## src/rtl/interpolator.sv

```systemverilog
// -----------------------------------------------------------------------------
// interpolator
//   Polyphase FIR upsampler. Each accepted input sample is shifted into a
//   TAPS_PER_PHASE-deep delay line. FACTOR output samples are then produced,
//   one per polyphase branch, in phase order 0..FACTOR-1:
//     y_p = sat((sum_k h[k*FACTOR+p] * x[k]) >>> SHIFT)
//
// Ports
//   clk        sole clock, rising edge
//   rst_n      synchronous active-low reset
//   in_valid   data_in holds a sample
//   in_ready   block accepts data_in this cycle (decoded from state, 0 in reset)
//   data_in    signed input sample, DATA_WIDTH bits
//   coeff      packed signed taps, h[j] = coeff[j*COEFF_WIDTH +: COEFF_WIDTH]
//   out_valid  data_out holds an output sample (decoded from state)
//   out_ready  consumer accepts data_out
//   data_out   signed registered output sample
// -----------------------------------------------------------------------------
module interpolator #(
  parameter int unsigned DATA_WIDTH     = 12,
  parameter int unsigned COEFF_WIDTH    = 8,
  parameter int unsigned FACTOR         = 2,
  parameter int unsigned TAPS_PER_PHASE = 4,
  parameter int unsigned SHIFT          = 7
) (
  input  logic                                          clk,
  input  logic                                          rst_n,
  input  logic                                          in_valid,
  output logic                                          in_ready,
  input  logic [DATA_WIDTH-1:0]                         data_in,
  input  logic [COEFF_WIDTH*FACTOR*TAPS_PER_PHASE-1:0]  coeff,
  output logic                                          out_valid,
  input  logic                                          out_ready,
  output logic [DATA_WIDTH-1:0]                         data_out
);

  localparam int unsigned T       = TAPS_PER_PHASE;
  localparam int unsigned NTAPS   = FACTOR * TAPS_PER_PHASE;
  localparam int unsigned PROD_W  = DATA_WIDTH + COEFF_WIDTH;
  localparam int unsigned ACC_W   = DATA_WIDTH + COEFF_WIDTH + $clog2(TAPS_PER_PHASE);
  localparam int unsigned PW      = (FACTOR > 1) ? $clog2(FACTOR) : 1;

  localparam logic signed [ACC_W-1:0] SAT_MAX = ACC_W'((2 ** (DATA_WIDTH - 1)) - 1);
  localparam logic signed [ACC_W-1:0] SAT_MIN = ACC_W'(-(2 ** (DATA_WIDTH - 1)));
  localparam logic [PW-1:0]           P_LAST  = PW'(FACTOR - 1);

  typedef enum logic [1:0] {
    IDLE = 2'd0,
    CALC = 2'd1,
    EMIT = 2'd2
  } state_e;

  state_e                        state_q, state_d;
  logic [PW-1:0]                 p_q, p_d;
  logic signed [DATA_WIDTH-1:0]  x_q [T];
  logic signed [DATA_WIDTH-1:0]  x_d [T];
  logic [DATA_WIDTH-1:0]         data_q, data_d;

  // Unpack the flat coefficient bus into signed taps
  logic signed [COEFF_WIDTH-1:0] h [NTAPS];

  for (genvar j = 0; j < NTAPS; j++) begin : g_taps
    assign h[j] = coeff[j*COEFF_WIDTH +: COEFF_WIDTH];
  end

  // Polyphase MAC for the current phase, with shift and saturation
  logic signed [COEFF_WIDTH-1:0] hsel;
  logic signed [PROD_W-1:0]      prod;
  logic signed [ACC_W-1:0]       acc;
  logic signed [ACC_W-1:0]       shifted;
  logic [DATA_WIDTH-1:0]         y;

  always_comb begin
    acc  = '0;
    hsel = '0;
    prod = '0;
    for (int k = 0; k < T; k++) begin
      // Constant-indexed phase mux keeps every tap select in range
      hsel = '0;
      for (int ph = 0; ph < FACTOR; ph++) begin
        if (p_q == PW'(ph)) begin
          hsel = h[k*FACTOR + ph];
        end
      end
      prod = PROD_W'(x_q[k]) * PROD_W'(hsel);
      acc  = acc + ACC_W'(prod);
    end
    shifted = acc >>> SHIFT;
    if (shifted > SAT_MAX) begin
      y = DATA_WIDTH'(SAT_MAX);
    end else if (shifted < SAT_MIN) begin
      y = DATA_WIDTH'(SAT_MIN);
    end else begin
      y = DATA_WIDTH'(shifted);
    end
  end

  // Next-state, handshake decode and datapath update
  always_comb begin
    state_d   = state_q;
    p_d       = p_q;
    x_d       = x_q;
    data_d    = data_q;
    in_ready  = 1'b0;
    out_valid = 1'b0;

    case (state_q)
      IDLE: begin
        // Reset gates in_ready so nothing is accepted on a reset edge
        in_ready = rst_n;
        if (in_valid && rst_n) begin
          x_d[0] = data_in;
          for (int k = 1; k < T; k++) begin
            x_d[k] = x_q[k-1];
          end
          p_d     = '0;
          state_d = CALC;
        end
      end

      CALC: begin
        // Coefficients are only consumed here
        data_d  = y;
        state_d = EMIT;
      end

      EMIT: begin
        out_valid = 1'b1;
        if (out_ready) begin
          if (p_q < P_LAST) begin
            p_d     = PW'(p_q + 1'b1);
            state_d = CALC;
          end else begin
            state_d = IDLE;
          end
        end
      end

      default: begin
        state_d = IDLE;
      end
    endcase
  end

  // State and datapath registers with synchronous reset
  always_ff @(posedge clk) begin
    if (!rst_n) begin
      state_q <= IDLE;
      p_q     <= '0;
      data_q  <= '0;
      for (int k = 0; k < T; k++) begin
        x_q[k] <= '0;
      end
    end else begin
      state_q <= state_d;
      p_q     <= p_d;
      data_q  <= data_d;
      for (int k = 0; k < T; k++) begin
        x_q[k] <= x_d[k];
      end
    end
  end

  assign data_out = data_q;

endmodule

```

## config.mk

```make
export PLATFORM = sky130hd
export DESIGN_NAME = interpolator
export DESIGN_NICKNAME = d
export VERILOG_FILES = /design/src/rtl/interpolator.sv
export SDC_FILE = /design/constraint.sdc
export NUM_CORES = 1
export LEC_CHECK = 0
export BUFFER_PORTS_ARGS = -buffer_cell sky130_fd_sc_hd__buf_4
export CAP_MARGIN = 20
export CORE_MARGIN = 3
export CORE_UTILIZATION = 35
export DETAILED_ROUTE_END_ITERATION = 6
export GPL_ROUTABILITY_DRIVEN = 0
export SYNTH_ARGS = -nofsm -noshare
export SYNTH_HDL_FRONTEND = slang
export SYNTH_SLANG_ARGS = --single-unit
export TNS_END_PERCENT = 100
```

## constraint.sdc

```tcl
create_clock -name clk -period 10.22 [get_ports clk]
set_input_delay 0 -clock clk [delete_from_list [all_inputs] [get_ports clk]]
set_output_delay 0 -clock clk [all_outputs]
set_load 0.03 [all_outputs]
```

==> results.json, run 1 <==
{
  "run_status": "finished, final reports clean",
  "syn-num-nets": 2552,
  "tns_ps": 0,
  "crit_path_start_kind": "flip-flop",
  "timing.critical_path.max_delay_family": "adder cells",
  "synth_sequential_area_ratio_pct": 7.12,
  "buffer_ports.inserted": 93,
  "globalRouteOverflowTotal": 0,
  "setup.worst_path.class": "reg2reg",
  "cts_tree": "done",
  "power.share.switching_pct": 53.1,
  "boundaryPins": 94,
  "final_hold_fails": 0,
  "fillCellCount": 5031,
  "detail_route.wl_per_cell_um": 16.8,
  "power.net_switching_mw": 1.94,
  "worstPathMaxFanout": 17,
  "setup.reg_to_reg.worst_slack_ps": 1330,
  "synth_enable_flop_cells": 0,
  "hold-path-cell-count": 4,
  "place_inst": 2611,
  "worst_skew_pair.late_latency_ps": 380,
  "vias": 12400,
  "r2r.worst_path.cells": 25,
  "finalMaxSlewViolations": 0,
  "layout.cells.most_common": "inv_1",
  "setup_viol": 0,
  "multiInputGateArea_mm2": 0.0141,
  "clock_tree.htree_level_count": 3,
  "worst_ep_arrival_time_ps": 9190,
  "antenna_found_initial": 0,
  "slowest_stage": "fa_1",
  "clock-skew-final_ps": 11.2,
  "netlist_instances": 1930,
  "intPower_mw": 1.72,
  "globalRouteMet3Util_pct": 2.00,
  "max_cap_viol_count": 0,
  "initial_cell_density_of_the_core_pct": 35.8,
  "yosys.cell_types.count": 55,
  "cell_count_along_the_critical_path": 25,
  "routed_via_density": 4.69,
  "numClockSinks": 63,
  "grtUsageMet2_pct": 30.9,
  "detail_route.drc_violations": 0,
  "insertedDiodeCount": 0,
  "globalRoute.busiestLayer": "met2",
  "grt_first_pass_wirelength_mm": 72.9,
  "holdCritStartpoint": "in_valid",
  "min_path_type": "in2reg",
  "final.min_clock_period_ps": 8890,
  "clock-root-buffer": "clkbuf_16",
  "r2r-start": "p_q$_SDFFE_PN0P_",
  "layout.cells.most_common_list": "inv_1, fa_1, nand2_1, nor2b_1, buf_4",
  "route.final.wire_length_mm": 44.4,
  "post_synth_instance_area_mm2": 0.0177,
  "critPathRequiredTime_ps": 10520,
  "die_area_mm2": 0.0534,
  "die_h_um": 231,
  "final-seq-area_mm2": 0.00126,
  "synth.ff_latch_count": 63,
  "critical_path_buf_inv_count": 6,
  "critical_path.max_stage_delay_ps": 740,
  "irDropWorstVdd_v": 0.000338,
  "final_cell_count_no_fill": 2643,
  "max_freq_ghz": 0.113,
  "synth-warning-count": 0,
  "postCtsResizedCells": 0,
  "final_design_area_no_fill_mm2": 0.0195,
  "detail_route.iter0.violations": 749,
  "predominant_post_synthesis_flop_cell": "dfxtp_1",
  "postSynth.asyncResetShare_pct": 0,
  "std_cell_rows": 81,
  "grt_max_degree": 54,
  "detailed_place.area_mm2": 0.0190,
  "clock_power_share_pct": 9.5,
  "critPathCaptureType": "flip-flop",
  "ant_nets": 0,
  "grt_util_met1_pct": 23.0,
  "cts_buffers": 9,
  "fraction_of_final_layout_cells_sized_beyond_drive_strength_1_pct": 9.30,
  "area_delta_synth_final_pct": 10.1,
  "clkSlewWorstSetupHoldPaths_ps": 70,
  "number_of_nets_in_the_layout": 2597,
  "detailedPlacementHpwl_mm": 38.4,
  "die_w_um": 231,
  "slew_headroom_pct": 47.6,
  "unrepaired_setup_endpoints_after_global_routing": "no",
  "ctsLongestPathBuffers": 2,
  "share_seq_of_total_power_pct": 7.6,
  "whs_endpoint": "x_q[45]$_SDFFE_PN0P_",
  "cpMostUsedCell": "fa_1",
  "dr.pass1.iters": 5,
  "syn-mean-instance-area_um2": 9.18,
  "power_density_mw_per_mm2": 188,
  "critical_path.reg2reg.endpoint": "data_out[0]$_SDFFE_PN0N_",
  "power.static_leakage_nw": 9.48,
  "first_global_vias": 13600,
  "combPwrFrac_pct": 82.9,
  "tightest_slew_ps": 785,
  "grt_util_all_layers_pct": 17.5,
  "design.core.area_mm2": 0.0495,
  "layout_worst_path_cycle_share_pct": 86.9
}
-- per-stage QoR --
stage / util (%) / hold slack, ps / setup slack, ps / power, mW
after floorplan: - / 136 / 2010 / 2.62
after global placement: 38.5 / 255 / 1170 / 3.25
after detailed placement: 38.5 / 261 / 999 / 3.31
after CTS: 39.4 / 416 / 958 / 3.68
after global routing: 39.5 / 119 / 887 / 4.06
final: 39.5 / 77.2 / 1330 / 3.66
-- flip-flops by register name (all words and copies together) (netlist names) --
signal and count:
data_out 12, p_q 1, state_q 2, x_q 48
-- worst max-delay path by stage --
stage	from	end	slack, ps
after floorplan	p_q$_SDFFE_PN0P_	data_out[0]$_SDFFE_PN0N_	2010
after global placement	p_q$_SDFFE_PN0P_	data_out[4]$_SDFFE_PN0N_	1170
after detailed placement	p_q$_SDFFE_PN0P_	data_out[10]$_SDFFE_PN0N_	1000
after CTS	p_q$_SDFFE_PN0P_	data_out[2]$_SDFFE_PN0N_	960
after global routing	p_q$_SDFFE_PN0P_	data_out[6]$_SDFFE_PN0N_	890
final	p_q$_SDFFE_PN0P_	data_out[0]$_SDFFE_PN0N_	1330
-- power by group through the flow --
stage	Combinational (mW)	Clock (mW)	Sequential [mW]
4_1_cts	3.04	0.354	0.280
3_5_place_dp	3.03	0	0.286
5_1_grt	3.42	0.360	0.282
6_report	3.04	0.346	0.280
3_3_place_gp	2.97	0	0.285
2_1_floorplan	2.33	0	0.293
-- tightest hold or removal path, stage by stage --
cell	delay, ps
buf_4	100
nand2_2	140
nand2_1	110
a21oi_1	60
-- area by class of cell --
cell class	instances	share of cell area, %
clock buffer	11	1.29
clock inverter	4	0.276
inverter	513	9.87
multi-input combinational	1257	72.5
sequential	63	6.47
tap	664	4.26
timing repair buffer	131	5.35
-- timing repair --
item | CTS | global route
hold endpoints to repair | 21 | 0
setup buffers | 0 | 0
hold buffers | 14 | 0
endpoints found under the setup margin | 0 | 0
-- per-layer routing --
layer | up-vias | routed length, um
li1 | 5637 | -
met1 | 6362 | 18700
met2 | 327 | 22600
met3 | 65 | 1920
met4 | 0 | 1110
met5 | - | 0
-- cells in the mapped netlist, types with 18 or more instances --
| library cell | instances | area share, % |
|---|---|---|
| mux2_2 | 18 | 1.1 |
| nor2_1 | 43 | 0.91 |
| nor2b_1 | 123 | 4.3 |
| nand2_1 | 229 | 4.9 |
| fa_1 | 437 | 49 |
| and2_1 | 67 | 2.4 |
| dfxtp_1 | 63 | 7.1 |
| inv_1 | 512 | 11 |
| xnor2_1 | 20 | 0.99 |
| a21oi_1 | 67 | 1.9 |
| ha_1 | 105 | 7.4 |
| or2_2 | 18 | 0.64 |
| nand2b_1 | 26 | 0.92 |
| clkbuf_1 | 79 | 1.7 |
-- cell families after synthesis --
logic type,after synthesis,synth area share [%]
simple gates,529,15.0
compound gates,126,4.60
xor+xnor,24,1.26
buf+inv,610,13.1
flops,63,7.12
mux,36,2.18
fa+ha+maj,542,56.8
(Power assumes the default switching activity.)
==> inputs of run 2 (changes only) <==
--- a/config.mk
+++ b/config.mk
@@ -5,6 +5,7 @@
 export SDC_FILE = /design/constraint.sdc
 export NUM_CORES = 1
 export LEC_CHECK = 0
+export ABC_AREA = 1
 export BUFFER_PORTS_ARGS = -buffer_cell sky130_fd_sc_hd__buf_4
 export CAP_MARGIN = 20
 export CORE_MARGIN = 3
==> run 2 against run 1 <==
Effect of this change: area after synthesis down 1.2%; non-clock buffer count down 14; fmax up 2.7%; count of clock-buffer cells in the layout down 2; via count up 7.9%.
==> results.json, run 2 <==
{
  "final_core_util_pct": 39.5,
  "slew_headroom_pct": 28.1,
  "cpMostUsedCell": "fa_1",
  "insertedDiodeCount": 0,
  "setup_viol": 0,
  "critical_path_buf_inv_count": 9,
  "top_cell_type_by_total_area_after_synthesis": "fa_1",
  "unrepaired_setup_endpoints_after_global_routing": "no",
  "max_freq_ghz": 0.116,
  "synth_top_cell_area_share_pct": 49.9,
  "final_hold_fails": 0,
  "yosys.cell_types.count": 37,
  "finalMaxSlewViolations": 0,
  "buffer_ports.inserted": 93,
  "cell_count_along_the_critical_path": 29,
  "largest_register_ffs": 48,
  "crit_path_start_kind": "flip-flop",
  "initial_cell_density_of_the_core_pct": 35.6,
  "largest-register": "x_q",
  "final.min_clock_period_ps": 8650,
  "grt_max_degree": 67,
  "detailedPlacementHpwl_mm": 45.1,
  "min_path_type": "in2reg",
  "clkSlewWorstSetupHoldPaths_ps": 60,
  "detail_route.iter0.violations": 993,
  "area_delta_synth_final_pct": 10.8,
  "die_h_um": 230,
  "synth.most_common_cell": "inv_1",
  "max_cap_viol_count": 0,
  "netlist_top_cells_area": "fa_1, inv_1, ha_1, dfxtp_1, nand2_1",
  "tightest_slew_ps": 1050,
  "number_of_nets_in_the_layout": 2772,
  "synth-warning-count": 0,
  "worst_ep_arrival_time_ps": 8900,
  "synth_enable_flop_cells": 0,
  "vias": 13400,
  "die_w_um": 230,
  "clock-root-buffer": "clkbuf_16",
  "critPathCaptureType": "flip-flop",
  "run_status": "finished, final reports clean",
  "cts_buffers": 9,
  "clock-skew-final_ps": 14.8,
  "critPathRequiredTime_ps": 10460,
  "ctsLongestPathBuffers": 2,
  "route.final.wire_length_mm": 50.8,
  "fraction_of_final_layout_cells_sized_beyond_drive_strength_1_pct": 9.70,
  "antenna_found_initial": 0,
  "slowest_stage": "fa_1",
  "std_cell_rows": 81,
  "post_synth_instance_area_mm2": 0.0175,
  "postSynth.asyncResetShare_pct": 0,
  "routed_via_density": 4.74,
  "setup.worst_path.class": "reg2reg",
  "predominant_post_synthesis_flop_cell": "dfxtp_1",
  "hold-path-cell-count": 3,
  "layout_worst_path_cycle_share_pct": 84.7,
  "synth_sequential_area_ratio_pct": 7.20,
  "detail_route.wl_per_cell_um": 18.0,
  "design.core.area_mm2": 0.0492,
  "die_area_mm2": 0.0528,
  "netlist_instances": 2061,
  "worst_skew_pair.late_latency_ps": 380,
  "tns_ps": 0,
  "post_synth_most_frequent_cells": "inv_1, fa_1, nand2_1, nor2_1, ha_1",
  "layout.cells.most_common": "inv_1",
  "first_global_vias": 14600,
  "ant_nets": 0,
  "detail_route.drc_violations": 0,
  "numClockSinks": 63,
  "layout.cells.most_common_list": "inv_1, fa_1, nand2_1, nor2_1, ha_1",
  "critical_path.max_stage_delay_ps": 610,
  "cts_tree": "done",
  "syn-num-nets": 2683,
  "timing.critical_path.max_delay_family": "adder cells",
  "r2r.worst_path.cells": 29,
  "synth.ff_latch_count": 63,
  "clock_tree.htree_level_count": 3,
  "worstPathMaxFanout": 29,
  "dr.pass1.iters": 6,
  "syn-mean-instance-area_um2": 8.50,
  "grt_first_pass_wirelength_mm": 81.2,
  "globalRouteOverflowTotal": 0,
  "grt_util_all_layers_pct": 20.3,
  "boundaryPins": 94
}
==> run 2: cell count changes after synthesis, sizes merged, moves of 16 or more <==
cell,previous run,this run
a21oi,67,84
nor2,43,245
nor2b,123,0
nand3,2,18
clkbuf,88,33
mux2,18,0
nand2b,26,0
or2,18,38
and2,67,0
o21ai,16,83
nand2,229,286
inv,513,608
==> run 2: layout make-up <==
| class | count | area (um^2) |
|---|---|---|
| Clock buffer | 9 | 225 |
| Inverter | 617 | 2320 |
| Clock inverter | 7 | 97.6 |
| Sequential cell | 63 | 1260 |
| Tap cell | 664 | 831 |
| Fill cell | 5041 | 29700 |
| Timing Repair Buffer | 117 | 911 |
| Multi-Input combinational cell | 1342 | 13800 |
==> run 2: kinds of logic after synthesis <==
logic type               count (synthesis)  synth area share (%)
AO/OA/AOI/OAI                          174                  5.50
XOR/XNOR                                20                  1.00
adder cells (fa/ha/maj)                542                  57.4
buffers and inverters                  656                  14.2
flip-flops                              63                  7.20
multiplexers                             4                 0.229
AND/OR/NAND/NOR                        602                  14.4
==> run 2: worst register-to-register path, delay by kind of cell (launching register included) <==
family	cells	cell delay, ps
buffers and inverters	9	790
adders and majority gates	9	4510
DFF	1	600
and+or+nand+nor	7	1380
AOI/OAI and AO/OA	4	1240
==> run 2: final timing paths <==
| path | start | endpoint | slack [ps] |
|---|---|---|---|
| max | p_q$_SDFFE_PN0P_ | data_out[9]$_SDFFE_PN0N_ | 1570 |
| min reg2reg | data_out[11]$_SDFFE_PN0N_ | data_out[11]$_SDFFE_PN0N_ | 470 |
| min | rst_n | x_q[40]$_SDFFE_PN0P_ | 30 |
| max reg2reg | p_q$_SDFFE_PN0P_ | data_out[9]$_SDFFE_PN0N_ | 1570 |
==> run 2: metal layers <==
layer | global-route usage, % | wire [um] | vias to the layer above
li1 | - | - | 6067
met1 | 24.6 | 19300 | 6827
met2 | 36.0 | 26400 | 405
met3 | 2.64 | 2830 | 75
met4 | 9.04 | 2320 | 0
met5 | 0 | 0 | -
==> run 2: repair_timing <==
action                                 in CTS  in global routing
endpoints found under the hold margin      14                  0
hold buffers                               13                  0
buffers inserted                            0                  0
resized for setup                           0                  0
setup endpoints to repair                   0                  0
==> run 2: per-stage QoR <==
step,hold slack (ps),area (um^2),setup slack (ps),instances
final,27.8,19400,1570,2819
after global routing,48.4,19400,1020,2819
after CTS,22.9,19400,1590,2818
after detailed placement,288,18900,1630,2789
after global placement,281,18900,1740,2788
after floorplan,168,17500,2700,2061
Power of run 2 is left out: the tool's default activity adds up to more than one toggle a clock period on the data nets, which glitch-free logic cannot reach.
